--- config.mk ---
export PLATFORM = sky130hd
export DESIGN_NAME = red_pitaya_pid_seq
export DESIGN_NICKNAME = d
export VERILOG_FILES = /design/src/rtl/red_pitaya_pid_seq.sv
export SDC_FILE = /design/constraint.sdc
export NUM_CORES = 1
export LEC_CHECK = 0
export ABC_AREA = 0
export BUFFER_PORTS_ARGS = -buffer_cell sky130_fd_sc_hd__buf_2
export CAP_MARGIN = 0
export CORE_MARGIN = 4
export CORE_UTILIZATION = 60
export CTS_BUF_LIST = sky130_fd_sc_hd__clkbuf_4 sky130_fd_sc_hd__clkbuf_8
export CTS_CLUSTER_DIAMETER = 30
export DETAILED_ROUTE_END_ITERATION = 10
export GPL_TIMING_DRIVEN = 1
export PLACE_DENSITY_LB_ADDON = 0.2
export SLEW_MARGIN = 10
export SYNTH_ARGS = -nofsm -noshare
export SYNTH_HDL_FRONTEND = slang
export SYNTH_SLANG_ARGS = --single-unit
--- constraint.sdc ---
create_clock -name clk_i -period 8.6 [get_ports clk_i]
set_input_delay 1.72 -clock clk_i [delete_from_list [all_inputs] [get_ports clk_i]]
set_output_delay 1.72 -clock clk_i [all_outputs]
set_load 0.005 [all_outputs]
--- src/rtl/red_pitaya_pid_seq.sv ---
// Setpoint-ramp and lock sequencer feeding the settings inputs of one PID block.
// Ramps the setpoint toward a target in fixed steps, then qualifies lock on |sp - dat|.
module red_pitaya_pid_seq #(
    parameter int CNT_W = 16,
    parameter int LCK_W = 16
) (
    input  logic             clk_i,
    input  logic             rst_i,
    input  logic [13:0]      dat_i,
    input  logic [13:0]      cfg_sp_i,
    input  logic [13:0]      cfg_kp_i,
    input  logic [13:0]      cfg_ki_i,
    input  logic [13:0]      cfg_kd_i,
    input  logic [13:0]      cfg_step_i,
    input  logic [CNT_W-1:0] cfg_per_i,
    input  logic [13:0]      cfg_tol_i,
    input  logic [LCK_W-1:0] cfg_lck_i,
    input  logic             start_i,
    input  logic             abort_i,
    output logic [13:0]      set_sp_o,
    output logic [13:0]      set_kp_o,
    output logic [13:0]      set_ki_o,
    output logic [13:0]      set_kd_o,
    output logic             int_rst_o,
    output logic             busy_o,
    output logic             lock_o,
    output logic             done_o,
    output logic [2:0]       dbg_state_o
);
    typedef enum logic [2:0] {
        ST_IDLE   = 3'd0,
        ST_LOAD   = 3'd1,
        ST_RAMP   = 3'd2,
        ST_SETTLE = 3'd3,
        ST_LOCKED = 3'd4
    } state_t;

    state_t r_state, w_state_nxt;

    logic [13:0]      r_sp, r_kp, r_ki, r_kd, r_tgt, r_step, r_tol;
    logic [13:0]      w_sp_nxt, w_kp_nxt, w_ki_nxt, w_kd_nxt, w_tgt_nxt, w_step_nxt, w_tol_nxt;
    logic [CNT_W-1:0] r_per, r_per_cnt, w_per_nxt, w_per_cnt_nxt;
    logic [LCK_W-1:0] r_lck, r_lck_cnt, w_lck_nxt, w_lck_cnt_nxt;
    logic             r_int_rst, r_busy, r_lock, r_done;
    logic             w_int_rst_nxt, w_busy_nxt, w_lock_nxt, w_done_nxt;

    logic        w_abort, w_start, w_cmd;
    logic [14:0] w_diff, w_diff_mag, w_err, w_err_mag;
    logic [13:0] w_sp_step;
    logic        w_tick, w_ramp_hit, w_in_tol, w_lck_hit;

    // Commands: abort wins over start; start is ignored while loading.
    assign w_abort = abort_i && (r_state != ST_IDLE);
    assign w_start = start_i && (r_state != ST_LOAD) && !w_abort;
    assign w_cmd   = w_abort || w_start;

    // 15-bit signed differences so the magnitude never overflows 14 bits.
    assign w_diff     = {r_tgt[13], r_tgt} - {r_sp[13], r_sp};
    assign w_diff_mag = w_diff[14] ? (15'd0 - w_diff) : w_diff;
    assign w_sp_step  = w_diff[14] ? (r_sp - r_step) : (r_sp + r_step);
    assign w_tick     = (r_per_cnt == r_per);
    assign w_ramp_hit = w_tick && ((r_step == 14'd0) || (w_diff_mag <= {1'b0, r_step}));

    assign w_err     = {r_sp[13], r_sp} - {dat_i[13], dat_i};
    assign w_err_mag = w_err[14] ? (15'd0 - w_err) : w_err;
    assign w_in_tol  = (w_err_mag <= {1'b0, r_tol});
    assign w_lck_hit = w_in_tol && (r_lck_cnt == r_lck);

    always_ff @(posedge clk_i or posedge rst_i) begin
        if (rst_i) begin
            r_state   <= ST_IDLE;
            r_sp      <= '0;
            r_kp      <= '0;
            r_ki      <= '0;
            r_kd      <= '0;
            r_tgt     <= '0;
            r_step    <= '0;
            r_tol     <= '0;
            r_per     <= '0;
            r_per_cnt <= '0;
            r_lck     <= '0;
            r_lck_cnt <= '0;
            r_int_rst <= 1'b0;
            r_busy    <= 1'b0;
            r_lock    <= 1'b0;
            r_done    <= 1'b0;
        end else begin
            r_state   <= w_state_nxt;
            r_sp      <= w_sp_nxt;
            r_kp      <= w_kp_nxt;
            r_ki      <= w_ki_nxt;
            r_kd      <= w_kd_nxt;
            r_tgt     <= w_tgt_nxt;
            r_step    <= w_step_nxt;
            r_tol     <= w_tol_nxt;
            r_per     <= w_per_nxt;
            r_per_cnt <= w_per_cnt_nxt;
            r_lck     <= w_lck_nxt;
            r_lck_cnt <= w_lck_cnt_nxt;
            r_int_rst <= w_int_rst_nxt;
            r_busy    <= w_busy_nxt;
            r_lock    <= w_lock_nxt;
            r_done    <= w_done_nxt;
        end
    end

    always_comb begin
        w_state_nxt = r_state;
        if (w_abort) begin
            w_state_nxt = ST_IDLE;
        end else if (w_start) begin
            w_state_nxt = ST_LOAD;
        end else begin
            case (r_state)
                ST_IDLE:   w_state_nxt = ST_IDLE;
                ST_LOAD:   w_state_nxt = ST_RAMP;
                ST_RAMP:   if (w_ramp_hit) w_state_nxt = ST_SETTLE;
                ST_SETTLE: if (w_lck_hit) w_state_nxt = ST_LOCKED;
                ST_LOCKED: if (!w_in_tol) w_state_nxt = ST_SETTLE;
                default:   w_state_nxt = ST_IDLE;
            endcase
        end
    end

    // Status flags are registered from the next state so they line up with it.
    always_comb begin
        w_sp_nxt      = r_sp;
        w_kp_nxt      = r_kp;
        w_ki_nxt      = r_ki;
        w_kd_nxt      = r_kd;
        w_tgt_nxt     = r_tgt;
        w_step_nxt    = r_step;
        w_tol_nxt     = r_tol;
        w_per_nxt     = r_per;
        w_per_cnt_nxt = r_per_cnt;
        w_lck_nxt     = r_lck;
        w_lck_cnt_nxt = r_lck_cnt;
        w_int_rst_nxt = w_abort || (w_state_nxt == ST_LOAD);
        w_busy_nxt    = (w_state_nxt == ST_LOAD) || (w_state_nxt == ST_RAMP) ||
                        (w_state_nxt == ST_SETTLE);
        w_lock_nxt    = (w_state_nxt == ST_LOCKED);
        w_done_nxt    = (w_state_nxt == ST_LOCKED) && (r_state == ST_SETTLE);
        if (!w_cmd) begin
            case (r_state)
                ST_LOAD: begin
                    w_tgt_nxt     = cfg_sp_i;
                    w_step_nxt    = cfg_step_i;
                    w_per_nxt     = cfg_per_i;
                    w_tol_nxt     = cfg_tol_i;
                    w_lck_nxt     = cfg_lck_i;
                    w_kp_nxt      = cfg_kp_i;
                    w_ki_nxt      = cfg_ki_i;
                    w_kd_nxt      = cfg_kd_i;
                    w_per_cnt_nxt = '0;
                    w_lck_cnt_nxt = '0;
                end
                ST_RAMP: begin
                    if (w_tick) begin
                        w_per_cnt_nxt = '0;
                        w_sp_nxt      = w_ramp_hit ? r_tgt : w_sp_step;
                    end else begin
                        w_per_cnt_nxt = r_per_cnt + CNT_W'(1);
                    end
                end
                ST_SETTLE: begin
                    w_lck_cnt_nxt = (w_in_tol && !w_lck_hit) ? (r_lck_cnt + LCK_W'(1)) : '0;
                end
                ST_LOCKED: begin
                    if (!w_in_tol) w_lck_cnt_nxt = '0;
                end
                default: begin
                    w_lck_cnt_nxt = r_lck_cnt;
                end
            endcase
        end
    end

    assign set_sp_o    = r_sp;
    assign set_kp_o    = r_kp;
    assign set_ki_o    = r_ki;
    assign set_kd_o    = r_kd;
    assign int_rst_o   = r_int_rst;
    assign busy_o      = r_busy;
    assign lock_o      = r_lock;
    assign done_o      = r_done;
    assign dbg_state_o = r_state;
endmodule

==> out/qor.yml <==
status: "completed"
netlist_area_um2: 11000
port_buffers: 196
overflow: 0
grt_use_total_pct: 25.8
placed_cell_area_um2: 12200
clockRootBuffer: "clkbuf_8"
antenna_found_initial: 3
synth_cells: 1148
cp-end-kind: "register"
drt_wl_total_mm: 26.2
grt_max_degree: 96
cts_resized: 0
rrSetupSlack_ns: 3.09
num_vias: 9036
critPathKind: "in -> reg"
seq_area_frac_synth_pct: 38.5
hold_depth: 1
dieArea_um2: 20600
first_iter_violations: 657
synth-main-ff-cell: "dfrtp_1"
gp_congestion: 0.931
syn-num-nets: 1359
cpPeakStageDelay_ns: 0.85
die_x_um: 143
r2r-start: "set_sp_o[0]"
rr_worst_depth: 20
drive_gt1_share_pct: 25.5
p_comb_share_pct: 58.1
hp-class: "reg -> reg"
cp.arrival_ns: 6.78
p_int_uw: 2690
syn_to_final_growth_pct: 14.9
tightest_slew_ns: 0.952
worst_setup_path_start_kind: "input pin"
dr.pass1.iters: 6
fillCellCount: 1390
die_y_um: 143
crit_required_ns: 9.01
synthTopCellsByArea: "dfrtp_1 (38%), mux2_2 (9.3%), ha_1 (8.4%)"
post_cts_buffers: 0
critPathSlowestCell: "a311oi_2"
finalSetupTns_ns: 0
clkTransAtPathRegs_ns: 0.11
met3_length_mm: 1.73
top_layer_used: "met5"
final_common_cell: "buf_2"
switching_share_pct: 42.6
r2r-end: "r_lck_cnt[2]"
power.density_nw_per_um2: 370
rows: 49
cts_hold_buf: 0
drt-met1-wl_mm: 11.4
setup_viol: 0
yosysWarnings: 0
final_nets: 1546
fin_area_um2: 12600
drc: 0
post-route-util_pct: 70.3
first_global_vias: 8965
synth_top_cell_by_area: "dfrtp_1"
critical_path.cell_chain: "buf_2, inv_1, ha_1, a21oi_1, o21bai_1, nor4b_1, o21bai_1, a211o_1, a2111oi_4, nor2_1, xnor2_1, ha_1, and4_1, nand3_1, o32ai_1, a31oi_1, a311oi_2, and3b_1, a221o_1"
slew_viol_final: 0
antenna_left: 0
ys_ff_latch: 169
slew_headroom_pct: 36.5
clock_latency_ns: 0.48
rsz0062_at_grt: "no"
min_from: "set_kd_o[11]"
ys_types: 70
tritoncts: "yes"
layout_common_cells: "buf_2 (196), dfrtp_1 (169), nand2_1 (97)"
numCtsBuffers: 17
maxCapViolations: 0
wl_met2_mm: 12.6
min_to: "set_kd_o[11]"
grt_pass1_wl_mm: 42.9
clockBufferDepth: 2
viasPerCell: 5.73
critPathMaxFanout: 17
p_sw_uw: 1990
period_needed_ns: 6.37
wl_per_cell_um: 16.6
ios: 197
peakVddDrop_mv: 0.247
core_area_um2: 18000
yosys.area.top_type_share_pct: 38.5
startpoint: "dat_i[7]"
async_reset_ff_share_pct: 100
p_leak_uw: 0.00591
dp_hpwl_mm: 20.0
hold_viol: 0
clock_sinks: 169
pwr-share-seq_pct: 28.0
htreeDepth: 4
fin_crit_sh_pct: 74.1
synth_edf_count: 0
multi_input_area_um2: 6320
regArea_um2: 4230
max_freq_ghz: 0.157
start_util_pct: 61.2
synth_area_per_cell_um2: 9.58
finClkSkew_ns: 0.0180
clkPwrFrac_pct: 13.9
-- Yosys cell counts (all sizes together) (9+ instances only) --
cell type	count
mux2i	18
nand2	97
o31ai	9
nor2	84
o21a	10
and3	22
a21oi	38
o21ai	100
nor3	14
xnor2	79
dfrtp	169
nor2b	11
nand4	15
xor2	19
inv	82
nand2b	16
mux2	91
clkbuf	26
a21o	12
nand3	24
ha	74
o211ai	11
a221o	10
-- state kept, by name (all words and copies together) (netlist names) --
signal and flops:
r_lck 16, set_kp_o 14, r_tgt 14, done_o 1, set_kd_o 14, r_per 16, set_sp_o 14, dbg_state_o 3
lock_o 1, r_tol 14, busy_o 1, r_lck_cnt 16, set_ki_o 14, r_step 14, r_per_cnt 16, int_rst_o 1
-- worst max-delay path, delay by kind of cell --
family | cells | cell delay [ns]
buffers and inverters | 2 | 0.12
XOR/XNOR | 1 | 0.15
AO/OA/AOI/OAI | 9 | 2.92
AND/OR/NAND/NOR | 5 | 1.16
adder cells (fa/ha/maj) | 2 | 0.69
-- metal layers --
| layer | track usage (%) | vias up |
|---|---|---|
| met5 | 0 | - |
| met4 | 6.39 | 4 |
| met3 | 6.69 | 46 |
| met2 | 43.0 | 254 |
| met1 | 34.1 | 4273 |
| li1 | - | 4459 |
-- logic make-up after synthesis --
family          Yosys count  share of synthesized area (%)
buf+inv                 116                           4.09
compound gates          253                           15.2
xor+xnor                 98                           7.81
flops                   169                           38.5
mux                     109                           11.0
fa+ha+maj                77                           8.97
simple gates            326                           14.5
-- cell type report --
class | count | area share [%]
multi-input combinational | 863 | 50.0
antenna | 1 | 0.0198
sequential | 169 | 33.5
clock inverter | 15 | 1.77
clock buffer | 17 | 1.85
inverter | 82 | 2.48
tap | 229 | 2.27
timing repair buffer | 202 | 8.12
-- worst max-delay path by stage --
stage | slack, ns | cells past startpoint | to
floorplan | 2.30 | 1 | busy_o
global placement | 2.09 | 19 | r_lck_cnt[14]
detailed placement | 1.91 | 19 | r_lck_cnt[4]
CTS | 2.38 | 19 | r_lck_cnt[2]
global route | 1.92 | 19 | r_lck_cnt[2]
finish | 2.23 | 19 | r_lck_cnt[2]
-- power by group through the flow --
| stage | logic [uW] | registers [uW] | clock network [uW] |
|---|---|---|---|
| 3_3_place_gp | 2600 | 1310 | 0 |
| 3_5_place_dp | 2680 | 1320 | 0 |
| 6_report | 2720 | 1310 | 648 |
| 5_1_grt | 3040 | 1350 | 694 |
| 4_1_cts | 2710 | 1310 | 663 |
| 2_1_floorplan | 2090 | 1270 | 0 |
-- metrics by stage --
stage | total power [uW] | std cells | hold WS (ns) | setup slack (ns)
CTS | 4680 | 1577 | 0.516 | 2.38
finish | 4680 | 1578 | 0.514 | 2.23
global route | 5080 | 1578 | 0.534 | 1.92
detailed placement | 4010 | 1545 | 0.490 | 1.91
floorplan | 3360 | 1148 | 0.487 | 2.30
global placement | 3910 | 1545 | 0.484 | 2.09
Power figures use the tool's default switching activity.
